**config.mk**
```make
export PLATFORM = sky130hd
export DESIGN_NAME = fib_bcd_converter
export DESIGN_NICKNAME = d
export VERILOG_FILES = /design/src/rtl/fib_pkg.sv /design/src/rtl/fib_bcd_digit_adj.sv /design/src/rtl/fib_bcd_converter.sv
export SDC_FILE = /design/constraint.sdc
export NUM_CORES = 1
export LEC_CHECK = 0
export BUFFER_PORTS_ARGS = -buffer_cell sky130_fd_sc_hd__buf_2
export CORE_ASPECT_RATIO = 0.5
export CORE_MARGIN = 3
export CORE_UTILIZATION = 30
export CTS_CLUSTER_DIAMETER = 40
export DETAILED_ROUTE_END_ITERATION = 8
export GPL_TIMING_DRIVEN = 0
export PLACE_DENSITY = 0.58
export RECOVER_POWER = 100
export SLEW_MARGIN = 20
export SYNTH_ARGS = -nofsm -noshare
export SYNTH_HDL_FRONTEND = slang
export SYNTH_SLANG_ARGS = --single-unit
```
**constraint.sdc**
```tcl
create_clock -name clk -period 1.8 [get_ports clk]
set_input_delay 0.09 -clock clk [delete_from_list [all_inputs] [get_ports clk]]
set_output_delay 0.09 -clock clk [all_outputs]
set_load 0.01 [all_outputs]
```
**src/rtl/fib_pkg.sv**
```systemverilog
// Shared definitions for the Fibonacci BCD display path.
// Holds the default widths, the converter state encoding and the packed BCD word type.
package fib_pkg;

  localparam int FIB_DATA_W     = 8;
  localparam int FIB_BCD_DIGITS = 3;

  typedef enum logic [1:0] {
    ST_IDLE  = 2'd0,
    ST_SHIFT = 2'd1,
    ST_DONE  = 2'd2
  } fib_state_e;

  typedef logic [4*FIB_BCD_DIGITS-1:0] fib_bcd_t;

endpackage : fib_pkg

```
**src/rtl/fib_bcd_digit_adj.sv**
```systemverilog
// Double-dabble nibble correction: a BCD digit of 5 or more gets +3 so that the
// following left shift carries correctly into the next decimal digit.
module fib_bcd_digit_adj (
  input  logic [3:0] nib_i,
  output logic [3:0] nib_o
);

  // Add-3 correction stays inside the nibble; no carry leaves it for valid BCD input.
  always_comb begin
    nib_o = nib_i;
    if (nib_i >= 4'd5) begin
      nib_o = nib_i + 4'd3;
    end
  end

endmodule : fib_bcd_digit_adj

```
**src/rtl/fib_bcd_converter.sv**
```systemverilog
// Iterative binary-to-packed-BCD converter for Fibonacci terms (double dabble).
// One term is accepted in IDLE, shifted DATA_W times in SHIFT, and held in DONE
// until the consumer takes it. Valid/ready on both sides; no overlap between terms.
// Optional build macro FIB_BCD_WRAP_DETECT_EN: flags a term smaller than the
// previously accepted one (8-bit sequence wrap). Without it, wrap is tied to 0.
module fib_bcd_converter
  import fib_pkg::*;
#(
  parameter int DATA_W = FIB_DATA_W,
  parameter int DIGITS = FIB_BCD_DIGITS
) (
  input  logic                  clk,
  input  logic                  restart,
  input  logic                  in_valid,
  output logic                  in_ready,
  input  logic [DATA_W-1:0]     in_data,
  output logic                  out_valid,
  input  logic                  out_ready,
  output logic [4*DIGITS-1:0]   bcd_out,
  output logic                  busy,
  output logic                  wrap
);

  localparam int BCD_W = 4 * DIGITS;
  localparam int CNT_W = $clog2(DATA_W + 1);

  fib_state_e         state_q;
  logic [CNT_W-1:0]   cnt_q;
  logic [DATA_W-1:0]  shift_q;
  logic [BCD_W-1:0]   bcd_q;
  logic [BCD_W-1:0]   bcd_adj;
  logic               in_ready_q;
  logic               out_valid_q;
  logic               busy_q;

  // Per-digit add-3 correction applied to the BCD register before each shift.
  for (genvar g = 0; g < DIGITS; g++) begin : g_digit
    fib_bcd_digit_adj u_adj (
      .nib_i (bcd_q[4*g +: 4]),
      .nib_o (bcd_adj[4*g +: 4])
    );
  end

`ifdef FIB_BCD_WRAP_DETECT_EN
  logic [DATA_W-1:0] prev_q;
  logic              wrap_q;

  // Wrap flag and previous-term tracking, updated only when a term is accepted.
  always_ff @(posedge clk) begin
    if (restart) begin
      prev_q <= '0;
      wrap_q <= 1'b0;
    end else if (state_q == ST_IDLE && in_valid) begin
      wrap_q <= (in_data < prev_q);
      prev_q <= in_data;
    end
  end

  assign wrap = wrap_q;
`else
  assign wrap = 1'b0;
`endif

  // Converter FSM with registered handshake outputs and the shift/BCD datapath.
  always_ff @(posedge clk) begin
    if (restart) begin
      state_q     <= ST_IDLE;
      cnt_q       <= '0;
      bcd_q       <= '0;
      in_ready_q  <= 1'b1;
      out_valid_q <= 1'b0;
      busy_q      <= 1'b0;
    end else begin
      case (state_q)
        ST_IDLE: begin
          if (in_valid) begin
            shift_q    <= in_data;
            bcd_q      <= '0;
            cnt_q      <= '0;
            in_ready_q <= 1'b0;
            busy_q     <= 1'b1;
            state_q    <= ST_SHIFT;
          end
        end
        ST_SHIFT: begin
          // Corrected digits and the binary operand shift as one long register.
          {bcd_q, shift_q} <= {bcd_adj, shift_q} << 1;
          cnt_q            <= cnt_q + CNT_W'(1);
          if (cnt_q == CNT_W'(DATA_W - 1)) begin
            out_valid_q <= 1'b1;
            state_q     <= ST_DONE;
          end
        end
        ST_DONE: begin
          if (out_ready) begin
            out_valid_q <= 1'b0;
            busy_q      <= 1'b0;
            in_ready_q  <= 1'b1;
            state_q     <= ST_IDLE;
          end
        end
        default: begin
          out_valid_q <= 1'b0;
          busy_q      <= 1'b0;
          in_ready_q  <= 1'b1;
          state_q     <= ST_IDLE;
        end
      endcase
    end
  end

  assign in_ready  = in_ready_q;
  assign out_valid = out_valid_q;
  assign busy      = busy_q;
  assign bcd_out   = bcd_q;

endmodule : fib_bcd_converter

```
### Yosys cells after proc, flatten, opt, wreduce, memory -nomap -nowiden

Index checks and enable logic that the tools add are counted.

* add/subtract/negate cells: 4
* muxes and demuxes: 21
* eq/ne operators: 6
* bitwise gates (word level): 3
* reduce and logical (&&, ||, !) cells: 7
* $lt $le $gt $ge: 3

Operators by type and width (count)
* $pmux 12 s2: 1
* $pmux 8 s2: 1
* $ge 4x3->1 const B: 3
* $mux 12: 1
* $mux 4: 3
* $reduce_and 3->1: 4
* $pmux 1 s3: 3
* $add 4x2->4 const B: 2
* $mux 8: 1
* $pmux 4 s2: 1
* $mux 2: 3
* $ne 2x2->1 const B: 3
* $pmux 2 s3: 1
* $mux 1: 5
* $add 4x1->4 const B: 1
* $eq 4x3->1 const B: 1
* $add 3x2->3 const B: 1
* $mux 3: 1
* $not 1->1: 3
* $eq 2x1->1 const B: 1
* $eq 2x2->1 const B: 1
* $logic_not 2->1: 1
* $reduce_and 2->1: 1
* $reduce_bool 2->1: 1

* input port bits: 12
* register bits after elaboration: 29

### Logic depth before layout (Yosys ltp)

Gate-level depths: netlist of run 1.

* depth after elaboration: 3
* mapped depth: 6

### Hierarchy

A second synthesis of run 1 with hierarchy kept.

* cell total of the unflattened synthesis: 148
* area, all modules: 1430.1 µm²

By module, submodules not included
* fib_bcd_converter: area each 1126.1 µm², times used 1, cells each 100
* fib_bcd_digit_adj: area each 101.3 µm², times used 3, cells each 16

### Worst setup path after synthesis of run 1

OpenSTA, ideal clock, no wires.

* kind: register to register
* start: register bcd_q[1], in the netlist bcd_out[1]
* end: register bcd_q[2], in the netlist bcd_out[2]
* arrival: 1.323 ns
* required time: 1.683 ns
* cell stages (with the launch flop): 7
* period minus slack after synthesis: 1.440 ns
* setup slack: 0.360 ns
* buffers on the path: 0
* cells stage by stage: dfxtp_1 > inv_1 > ha_1 > nand2b_1 > a21oi_1 > mux2i_1 > a22o_1

* longest elaborated chain between the ends: 3
* elaborated cells between the ends (all ways): 4
* classes of those cells: add/sub (1); order compare (1); mux (2)

RTL lines
* start: declaration: RTL line fib_bcd_converter.sv:30 `logic [BCD_W-1:0] bcd_q;`
* start signal: assignment: RTL line fib_bcd_converter.sv:87 `{bcd_q, shift_q} <= {bcd_adj, shift_q} << 1;`
* $add 4x2->4 / $ge 4x3->1 (equally long branches): RTL line fib_bcd_digit_adj.sv:12, fib_bcd_digit_adj.sv:11
* $mux 4 *: RTL line fib_bcd_digit_adj.sv:11 `if (nib_i >= 4'd5) begin`
* $pmux 12 s2 *: RTL line fib_bcd_converter.sv:74 `case (state_q)`

Every way passes the cells marked *; elsewhere a longest branch is shown, timed or not.
A chain may end at the register's enable or synchronous reset.

### Final worst setup path of run 1

* start: register state_q[1]
* end: register shift_q[1], enable pin

* longest elaborated chain between the ends: 3
* elaborated cells between the ends (all ways): 5
* classes of those cells: eq/ne (2); reduce/logical (3)

RTL lines
* start: declaration: RTL line fib_bcd_converter.sv:27 `fib_state_e state_q;`
* start signal: assignment: RTL line fib_bcd_converter.sv:67 `state_q <= ST_IDLE;`
* start signal: assignment: RTL line fib_bcd_converter.sv:82 `state_q <= ST_SHIFT;`
* start signal: assignment: RTL line fib_bcd_converter.sv:91 `state_q <= ST_DONE;`
* $eq 2x1->1 / $logic_not 2->1 (equally long branches): RTL line fib_bcd_converter.sv:74
* $reduce_bool 2->1 (no source line) / $ne 2x2->1 (equally long branches)
* $reduce_and 3->1 (no source line) *
* end signal: assignment: RTL line fib_bcd_converter.sv:77 `shift_q <= in_data;`
* end signal: assignment: RTL line fib_bcd_converter.sv:87
* end: declaration: RTL line fib_bcd_converter.sv:29 `logic [DATA_W-1:0] shift_q;`

Marked as above.

==> results.py, run 1 <==
metrics = {
    "run_status": {
        "status": "complete, no violations",
    },
    "synth": {
        "synth_seq_cells": 29,
        "synth-edff-count": 8,
        "syn_inst": 149,
        "synth_cell_types": 31,
        "seq_area_frac_synth_pct": 48.2,
        "yosysWarnings": 0,
        "synth.cell_area_mm2": 0.00137,
        "synth.top_cells.by_count": "nand2_1 (25), dfxtp_1 (21), a21oi_1 (13), nor2_1 (12), edfxtp_1 (8)",
        "synth.area.top_cells": "dfxtp_1 (31%), edfxtp_1 (18%), nand2_1 (6.8%)",
        "synth_fp_nets": 168,
        "ys.flop_type": "dfxtp_1",
        "synth.most_common_cell": "nand2_1",
        "syn_area_per_cell_um2": 9.20,
        "synth_area_leader_cell": "dfxtp_1",
        "async_reset_ff_share_pct": 0,
        "synthDominantCellAreaShare_pct": 30.7,
    },
    "floorplanning": {
        "core_mm2": 0.00414,
        "initial_core_util_pct": 33.1,
        "die_y_um": 53.8,
        "die-area_mm2": 0.00547,
        "die_w_um": 102,
        "boundaryPins": 28,
        "fp-row-count": 16,
    },
    "global_routing": {
        "grt_pass1_vias": 1013,
        "overflow": 0,
        "grt_first_pass_wirelength_um": 4490,
        "grt_max_degree": 11,
        "gr-usage-all-layers_pct": 10.6,
        "antenna_found_initial": 0,
    },
    "worst_setup_path": {
        "cp_cell_sequence": "o21bai_1, clkbuf_1, nor2_2",
        "cp.buffers_inverters": 1,
        "crit_family": "simple AND/OR/NAND/NOR gates",
        "cp_max_fo": 10,
        "crit_arrival_ns": 1.49,
        "path_class": "flop to flop",
        "cpPeakStageDelay_ns": 0.40,
        "cp_slowest_cell": "nor2_2",
        "end_kind": "flop",
        "start_kind": "flop",
        "crit_required_ns": 1.73,
    },
    "placement": {
        "portBuffers": 25,
        "dp_hpwl_um": 1980,
        "gp_congestion": 0.698,
        "postPlaceCellArea_mm2": 0.00156,
    },
    "sta": {
        "skew_ns": 0.00428,
        "period_share_pct": 86.9,
        "final_max_slew_viol_count": 0,
        "fmaxAchievable_mhz": 639,
        "hold_viol_final": 0,
        "setup_violations": 0,
        "rsz0062_at_grt": "no",
        "finalSetupTns_ns": 0,
        "fin_crit_ns": 1.56,
    },
    "power_and_ir_drop": {
        "p_leak_nw": 0.662,
        "powerDensity_mw_per_mm2": 816,
        "irDropWorstVdd_uv": 322,
    },
    "worst_hold_path": {
        "hold_path_class": "input pin to flop",
    },
    "route": {
        "wl_met3_um": 105,
        "drc": 0,
        "wl_per_cell_um": 11.6,
        "ant_nets": 0,
        "wl_met1_um": 1390,
        "via_per_inst": 4.53,
        "wl_met2_um": 1210,
        "drtIter0Drc": 41,
        "top_layer_used": "met4",
        "drt_first_pass_iters": 4,
        "routed-via-count": 1070,
        "routed_wl_um": 2730,
    },
    "cts": {
        "clkTransAtPathRegs_ns": 0.06,
        "htree_levels": 2,
        "post_cts_buffers": 0,
        "cts_buffers": 5,
        "cts.sinks": 29,
        "insertion_delay_ns": 0.27,
        "clk_path_buf_depth": 2,
        "cts_tree": "built",
        "clockRootBuffer": "clkbuf_8",
    },
    "layout": {
        "utilization_pct": 39.1,
        "insertedDiodeCount": 0,
        "drive_gt1_share_pct": 12.1,
        "post-route-cell-area_mm2": 0.00162,
        "nNetsFinal": 200,
        "synthToLayoutAreaGrowth_pct": 18.2,
    },
    "run": {
        "drv_cap": 0,
    },
}
## power by group
group	switching (W)	total [W]	internal, W
clock	0.000242	0.000509	0.000267
sequential	0.00000994	0.000707	0.000697
combinational	0.0000661	0.000107	0.0000405
## final timing paths
kind,depth (start not counted),endpoint,start,slack (ns)
worst max-delay path,3,shift_q[1],state_q[1],0.24
worst min-delay path,3,shift_q[2],in_data[2],0.08
worst max register to register,3,shift_q[1],state_q[1],0.24
worst min register to register,2,out_valid,out_valid,0.46
## what timing repair did
action                                  CTS  global route
gates resized for setup                   0             1
endpoints found under the setup margin    0             8
hold buffers                              0             0
## per-stage QoR
| step | std cells | hold WS [ns] | power, W | worst slack, ns |
|---|---|---|---|---|
| final | 236 | 0.0782 | 0.00132 | 0.236 |
| after global routing | 236 | 0.0823 | 0.00138 | 0.110 |
| after CTS | 236 | 0.0672 | 0.00135 | 0.0794 |
| after detailed placement | 228 | 0.358 | 0.000833 | 0.0863 |
| after global placement | 228 | 0.356 | 0.000828 | 0.112 |
| after floorplan | 149 | 0.263 | 0.000795 | 0.360 |
## sequential cells by signal, indices dropped and copies added, names as in the netlist
register   cells
cnt_q          4
state_q        2
shift_q        8
out_valid      1
busy           1
in_ready       1
bcd_out       12
## layout by cell type (no fill, tap or decap), types with 4 or more instances in the layout
master	instances
nand2_1	25
dfxtp_1	21
clkbuf_1	20
a21oi_1	13
buf_2	12
nor2_1	11
edfxtp_1	8
a22o_1	7
o21ai_0	7
ha_1	7
inv_1	6
nand2b_1	5
clkbuf_8	5
nor3_1	4
## worst min-delay path, stage by stage
cell and delay (ns):
buf_2 0.07, nand2_1 0.04, nand2_1 0.05
## metal layers
layer | up-vias | global-route usage (%)
li1 | 573 | -
met1 | 480 | 12.8
met2 | 15 | 18.1
met3 | 2 | 4.01
met4 | 0 | 3.31
met5 | - | 0
## area by class of cell
type | instances | area (µm²)
timing repair buffer | 25 | 106
tap | 54 | 67.6
clock inverter | 2 | 10.0
buffer | 8 | 40.0
multi-input combinational | 106 | 641
fill | 438 | 2520
sequential | 29 | 661
inverter | 6 | 22.5
clock buffer | 6 | 72.6
## kinds of logic after synthesis
| kind of cell | count (synthesis) | share of synthesized area (%) |
|---|---|---|
| and+or+nand+nor | 58 | 20.5 |
| AOI/OAI and AO/OA | 33 | 15.1 |
| DFF | 29 | 48.2 |
| buffers and inverters | 14 | 4.74 |
| adders and majority gates | 7 | 6.39 |
| xor gates and xnor gates | 4 | 2.56 |
| muxes | 3 | 2.19 |
| other | 1 | 0.273 |
Power figures use the tool's default switching activity.
==> run 2: changes to the inputs <==
--- a/config.mk
+++ b/config.mk
@@ -5,8 +5,8 @@
 export SDC_FILE = /design/constraint.sdc
 export NUM_CORES = 1
 export LEC_CHECK = 0
-export BUFFER_PORTS_ARGS = -buffer_cell sky130_fd_sc_hd__buf_2
-export CORE_ASPECT_RATIO = 0.5
+export BUFFER_PORTS_ARGS = -buffer_cell sky130_fd_sc_hd__buf_4
+export CORE_ASPECT_RATIO = 1.1
 export CORE_MARGIN = 3
 export CORE_UTILIZATION = 30
 export CTS_CLUSTER_DIAMETER = 40
==> run 2 against run 1 <==
Highest routed layer unchanged. Critical path depth stayed put. Via count is 0.28% higher. Sequential share of layout area is 0.50 points lower. Largest power group unchanged. Critical path type unchanged.
==> results.py, run 2 (same netlist as run 1, synthesis figures left out) <==
metrics = {
    "layout": {
        "n_fill_cell": 467,
        "synthToLayoutAreaGrowth_pct": 19.6,
        "mostFrequentLayoutCell": "nand2_1",
        "largest_reg_flops": 12,
        "seqCellArea_um2": 661,
        "layout_common_cells": "nand2_1 (25), clkbuf_1 (22), dfxtp_1 (21)",
        "nNetsFinal": 200,
        "multi_input_area_um2": 638,
        "drive_gt1_share_pct": 10.4,
        "insertedDiodeCount": 0,
        "post-route-cell-area_mm2": 0.00164,
    },
    "cts": {
        "cts_hold_buf": 0,
        "post_cts_buffers": 0,
        "cts_buffers": 5,
        "cts_tree": "built",
        "cts_resized": 0,
        "clockRootBuffer": "clkbuf_8",
        "htree_levels": 2,
        "clkTransAtPathRegs_ns": 0.06,
        "cts.sinks": 29,
        "clk_path_buf_depth": 2,
        "insertion_delay_ns": 0.27,
    },
    "worst_setup_path": {
        "cp.buffers_inverters": 1,
        "crit_arrival_ns": 1.56,
        "reg2reg_from": "state_q[1]",
        "crit_start": "state_q[1]",
        "path_class": "flop to flop",
        "reg2reg_depth": 3,
        "cp_max_fo": 10,
        "crit_family": "simple AND/OR/NAND/NOR gates",
        "cpPeakStageDelay_ns": 0.52,
        "cp_cell_sequence": "o21bai_1, buf_2, nor2_1",
        "start_kind": "flop",
        "crit_required_ns": 1.70,
        "crit_end": "shift_q[7]",
        "rr_endpoint": "shift_q[7]",
        "end_kind": "flop",
        "cp_slowest_cell": "nor2_1",
        "r2r_slack_ns": 0.14,
        "crit_cells": 3,
    },
    "floorplanning": {
        "fp-row-count": 25,
        "die_y_um": 76.9,
        "core_mm2": 0.00435,
        "die-area_mm2": 0.00542,
        "die_w_um": 70.5,
        "boundaryPins": 28,
        "initial_core_util_pct": 31.5,
    },
    "sta": {
        "fin_crit_ns": 1.66,
        "rsz0062_at_grt": "no",
        "period_share_pct": 92.2,
        "holdWs_ns": 0.0812,
        "fmaxAchievable_mhz": 603,
        "worst_pin_slew_ns": 0.660,
        "setup_violations": 0,
        "final_max_slew_viol_count": 0,
        "relSlewSlack_pct": 55.8,
        "finalSetupTns_ns": 0,
        "hold_viol_final": 0,
        "skew_ns": 0.00423,
    },
    "placement": {
        "portBuffers": 25,
        "gp_congestion": 0.698,
        "postPlaceCellArea_mm2": 0.00163,
        "dp_hpwl_um": 1910,
    },
    "global_routing": {
        "gr-usage-all-layers_pct": 10.3,
        "overflow": 0,
        "grt_max_degree": 11,
        "antenna_found_initial": 0,
        "grt_first_pass_wirelength_um": 4610,
        "grt_pass1_vias": 1053,
    },
    "route": {
        "drc": 0,
        "ant_nets": 0,
        "routed-via-count": 1073,
        "drt_first_pass_iters": 4,
        "routed_wl_um": 2680,
        "drtIter0Drc": 53,
        "wl_per_cell_um": 11.4,
        "via_per_inst": 4.55,
    },
    "power_and_ir_drop": {
        "power_switching_w": 0.000306,
        "irDropWorstVdd_uv": 337,
        "seqPwrFrac_pct": 53.4,
        "finalPower_w": 0.00132,
        "p_sw_share_pct": 23.1,
        "p_leak_nw": 0.665,
        "combPwrFrac_pct": 8.4,
        "clkPwrFrac_pct": 38.2,
        "powerDensity_mw_per_mm2": 807,
        "intPower_w": 0.00102,
    },
    "worst_hold_path": {
        "hold_path_class": "input pin to flop",
    },
    "run": {
        "drv_cap": 0,
    },
    "run_status": {
        "status": "complete, no violations",
    },
}
[run 2: changes by cell type in the layout (fill, tap and decap cells not counted), sizes merged]
cell,previous run,this run
clkinv,2,0
clkbuf,25,27
[run 2: power groups by stage]
stage                     clock network (W)  logic [W]  registers [W]
final                              0.000506   0.000111       0.000707
after global routing               0.000549   0.000127       0.000709
after CTS                          0.000523   0.000120       0.000707
after detailed placement                  0   0.000119       0.000721
after global placement                    0   0.000119       0.000720
after floorplan                           0  0.0000732       0.000721
[run 2: area by class of cell]
type | count | area share (%)
buffer | 8 | 2.44
clock buffer | 8 | 4.88
tap | 54 | 4.12
multi-input combinational | 106 | 38.9
timing repair buffer | 25 | 8.01
sequential | 29 | 40.3
inverter | 6 | 1.37
[run 2: how the worst min path moves through the flow]
| stage | from | endpoint | slack [ns] | depth (start not counted) |
|---|---|---|---|---|
| after floorplan | out_ready | state_q[1] | 0.26 | 3 |
| final | in_data[2] | shift_q[2] | 0.08 | 3 |
| after global placement | in_data[3] | shift_q[3] | 0.36 | 3 |
| after global routing | in_data[5] | shift_q[5] | 0.08 | 3 |
| after detailed placement | in_data[2] | shift_q[2] | 0.36 | 3 |
| after CTS | in_data[2] | shift_q[2] | 0.07 | 3 |
[run 2: metrics by stage]
step / utilization, % / std cells / setup WS, ns
after floorplan: - / 149 / 0.360
after global placement: 37.4 / 228 / 0.121
after detailed placement: 37.4 / 228 / 0.113
after CTS: 39.3 / 236 / 0.0984
after global routing: 37.7 / 236 / 0.0283
final: 37.7 / 236 / 0.141
[run 2: worst min-delay path: cells and delay by family]
kind	cells	cell delay [ns]
buf+inv	1	0.07
simple gates	2	0.08
[run 2: metal layers]
metal	routed length [µm]	GRT usage (%)	vias up
li1	-	-	575
met1	1310	12.7	475
met2	1200	16.9	20
met3	152	3.54	3
met4	24	2.87	0
met5	0	0	-
==> run 3: changes to the inputs <==
--- a/config.mk
+++ b/config.mk
@@ -7,12 +7,12 @@
 export LEC_CHECK = 0
 export BUFFER_PORTS_ARGS = -buffer_cell sky130_fd_sc_hd__buf_4
 export CORE_ASPECT_RATIO = 1.1
-export CORE_MARGIN = 3
-export CORE_UTILIZATION = 30
+export CORE_MARGIN = 2
+export CORE_UTILIZATION = 53
 export CTS_CLUSTER_DIAMETER = 40
 export DETAILED_ROUTE_END_ITERATION = 8
 export GPL_TIMING_DRIVEN = 0
-export PLACE_DENSITY = 0.58
+export PLACE_DENSITY = 0.86
 export RECOVER_POWER = 100
 export SLEW_MARGIN = 20
 export SYNTH_ARGS = -nofsm -noshare
==> run 3 against run 2 <==
Via count grew 3.3%. Global-route usage grew 11 points. Count of clock-buffer cells in the layout shrank 2. Non-clock buffer count is the same. Utilization grew 27 points. Cell area shrank 2.0%. First-iteration DRC count shrank 57%. Sequential share of layout area grew 0.81 points. Clock skew grew 0.0033 ns. Sequential power is essentially flat. Critical path type unchanged. Critical endpoint is now shift_q[0]. Highest routed layer unchanged.
==> results.py, run 3 (same netlist as run 1, synthesis figures left out) <==
metrics = {
    "run_status": {
        "status": "complete, no violations",
    },
    "sta": {
        "hold_viol_final": 0,
        "fin_crit_ns": 1.64,
        "fmaxAchievable_mhz": 608,
        "worst_pin_slew_ns": 0.635,
        "rsz0062_at_grt": "no",
        "setup_violations": 0,
        "period_share_pct": 91.4,
        "skew_ns": 0.00750,
        "relSlewSlack_pct": 57.5,
        "final_max_slew_viol_count": 0,
        "finalSetupTns_ns": 0,
    },
    "worst_setup_path": {
        "rr_endpoint": "shift_q[0]",
        "reg2reg_from": "state_q[1]",
        "path_class": "flop to flop",
        "r2r_slack_ns": 0.16,
        "crit_required_ns": 1.77,
        "start_kind": "flop",
        "cp_max_fo": 10,
        "reg2reg_depth": 3,
        "crit_arrival_ns": 1.62,
        "end_kind": "flop",
    },
    "route": {
        "wl_per_cell_um": 12.3,
        "ant_nets": 0,
        "drc": 0,
        "drt_first_pass_iters": 4,
        "routed-via-count": 1108,
        "routed_wl_um": 2630,
        "via_per_inst": 5.20,
        "drtIter0Drc": 23,
    },
    "cts": {
        "cts_buffers": 5,
        "cts.sinks": 29,
        "clkTransAtPathRegs_ns": 0.09,
        "clk_path_buf_depth": 2,
        "clockRootBuffer": "clkbuf_4",
        "htree_levels": 2,
        "cts_tree": "built",
        "cts_resized": 0,
        "insertion_delay_ns": 0.33,
        "cts_hold_buf": 0,
        "post_cts_buffers": 0,
    },
    "floorplanning": {
        "fp-row-count": 19,
        "die_y_um": 57.4,
        "core_mm2": 0.00247,
        "die_w_um": 52.5,
        "die-area_mm2": 0.00301,
        "initial_core_util_pct": 55.5,
        "boundaryPins": 28,
    },
    "layout": {
        "n_fill_cell": 229,
        "synthToLayoutAreaGrowth_pct": 17.2,
        "mostFrequentLayoutCell": "nand2_1",
        "layout_common_cells": "nand2_1 (25), dfxtp_1 (21), clkbuf_1 (19)",
        "drive_gt1_share_pct": 11.5,
        "largest_reg_flops": 12,
        "utilization_pct": 65.0,
        "nNetsFinal": 200,
        "insertedDiodeCount": 0,
    },
    "worst_hold_path": {
        "worstHoldPathCells": 3,
        "min_to": "shift_q[6]",
        "hold_path_startpoint": "in_data[6]",
        "hold_path_class": "input pin to flop",
    },
    "power_and_ir_drop": {
        "p_sw_share_pct": 22.3,
        "irDropWorstVdd_uv": 783,
        "clkPwrFrac_pct": 38.5,
        "seqPwrFrac_pct": 53.2,
        "p_leak_nw": 0.669,
        "intPower_w": 0.00103,
        "powerDensity_mw_per_mm2": 826,
        "power_switching_w": 0.000297,
        "combPwrFrac_pct": 8.3,
    },
    "run": {
        "drv_cap": 0,
    },
    "placement": {
        "gp_congestion": 0.721,
        "dp_hpwl_um": 1940,
        "portBuffers": 25,
    },
    "global_routing": {
        "grt_first_pass_wirelength_um": 4660,
        "gr-usage-all-layers_pct": 21.7,
        "antenna_found_initial": 0,
        "grt_pass1_vias": 1081,
        "grt_max_degree": 11,
        "overflow": 0,
    },
}
[run 3: layout make-up]
cell class | count | area (µm²) | share of cell area (%)
clock buffers | 6 | 41.3 | 2.57
flip-flops and latches | 29 | 661 | 41.1
multi-input cells | 106 | 638 | 39.7
clock inverters | 2 | 33.8 | 2.10
well taps | 31 | 38.8 | 2.41
repair buffers | 25 | 131 | 8.17
plain buffers | 8 | 41.3 | 2.57
inverters | 6 | 22.5 | 1.40
[run 3: power groups by stage]
| stage | logic [W] | registers [W] | clock network, W |
|---|---|---|---|
| after global routing | 0.000127 | 0.000709 | 0.000559 |
| after floorplan | 0.0000732 | 0.000721 | 0 |
| after detailed placement | 0.000117 | 0.000721 | 0 |
| after CTS | 0.000118 | 0.000706 | 0.000526 |
| after global placement | 0.000114 | 0.000720 | 0 |
| final | 0.000111 | 0.000706 | 0.000511 |
[run 3: how the worst max path moves through the flow]
stage	end	start	slack, ns	cells after the start
after floorplan	bcd_out[2]	bcd_out[1]	0.36	6
after global placement	shift_q[0]	state_q[1]	0.20	3
after detailed placement	shift_q[1]	state_q[1]	0.15	3
after CTS	shift_q[0]	state_q[1]	0.13	3
after global routing	shift_q[1]	state_q[1]	0.03	3
final	shift_q[0]	state_q[1]	0.16	3
[run 3: per-layer routing]
metal  wire length (µm)  global-route usage [%]
met1               1100                    24.0
met2               1350                    35.9
met3                116                    8.12
met4                 69                    11.0
met5                  0                       0
[run 3: worst max-delay path: stages (launching register included)]
cell	delay, ns
dfxtp_1	0.38
o21bai_1	0.21
buf_2	0.20
nor2_1	0.51
[run 3: per-stage QoR]
stage	worst slack (ns)	hold slack, ns	area, µm²	std cells	total power [W]
final	0.155	0.0161	1610	213	0.00133
after global routing	0.0257	0.0110	1610	213	0.00140
after CTS	0.133	0.000709	1670	213	0.00135
after detailed placement	0.153	0.360	1600	205	0.000838
after global placement	0.201	0.357	1600	205	0.000833
after floorplan	0.360	0.263	1370	149	0.000795
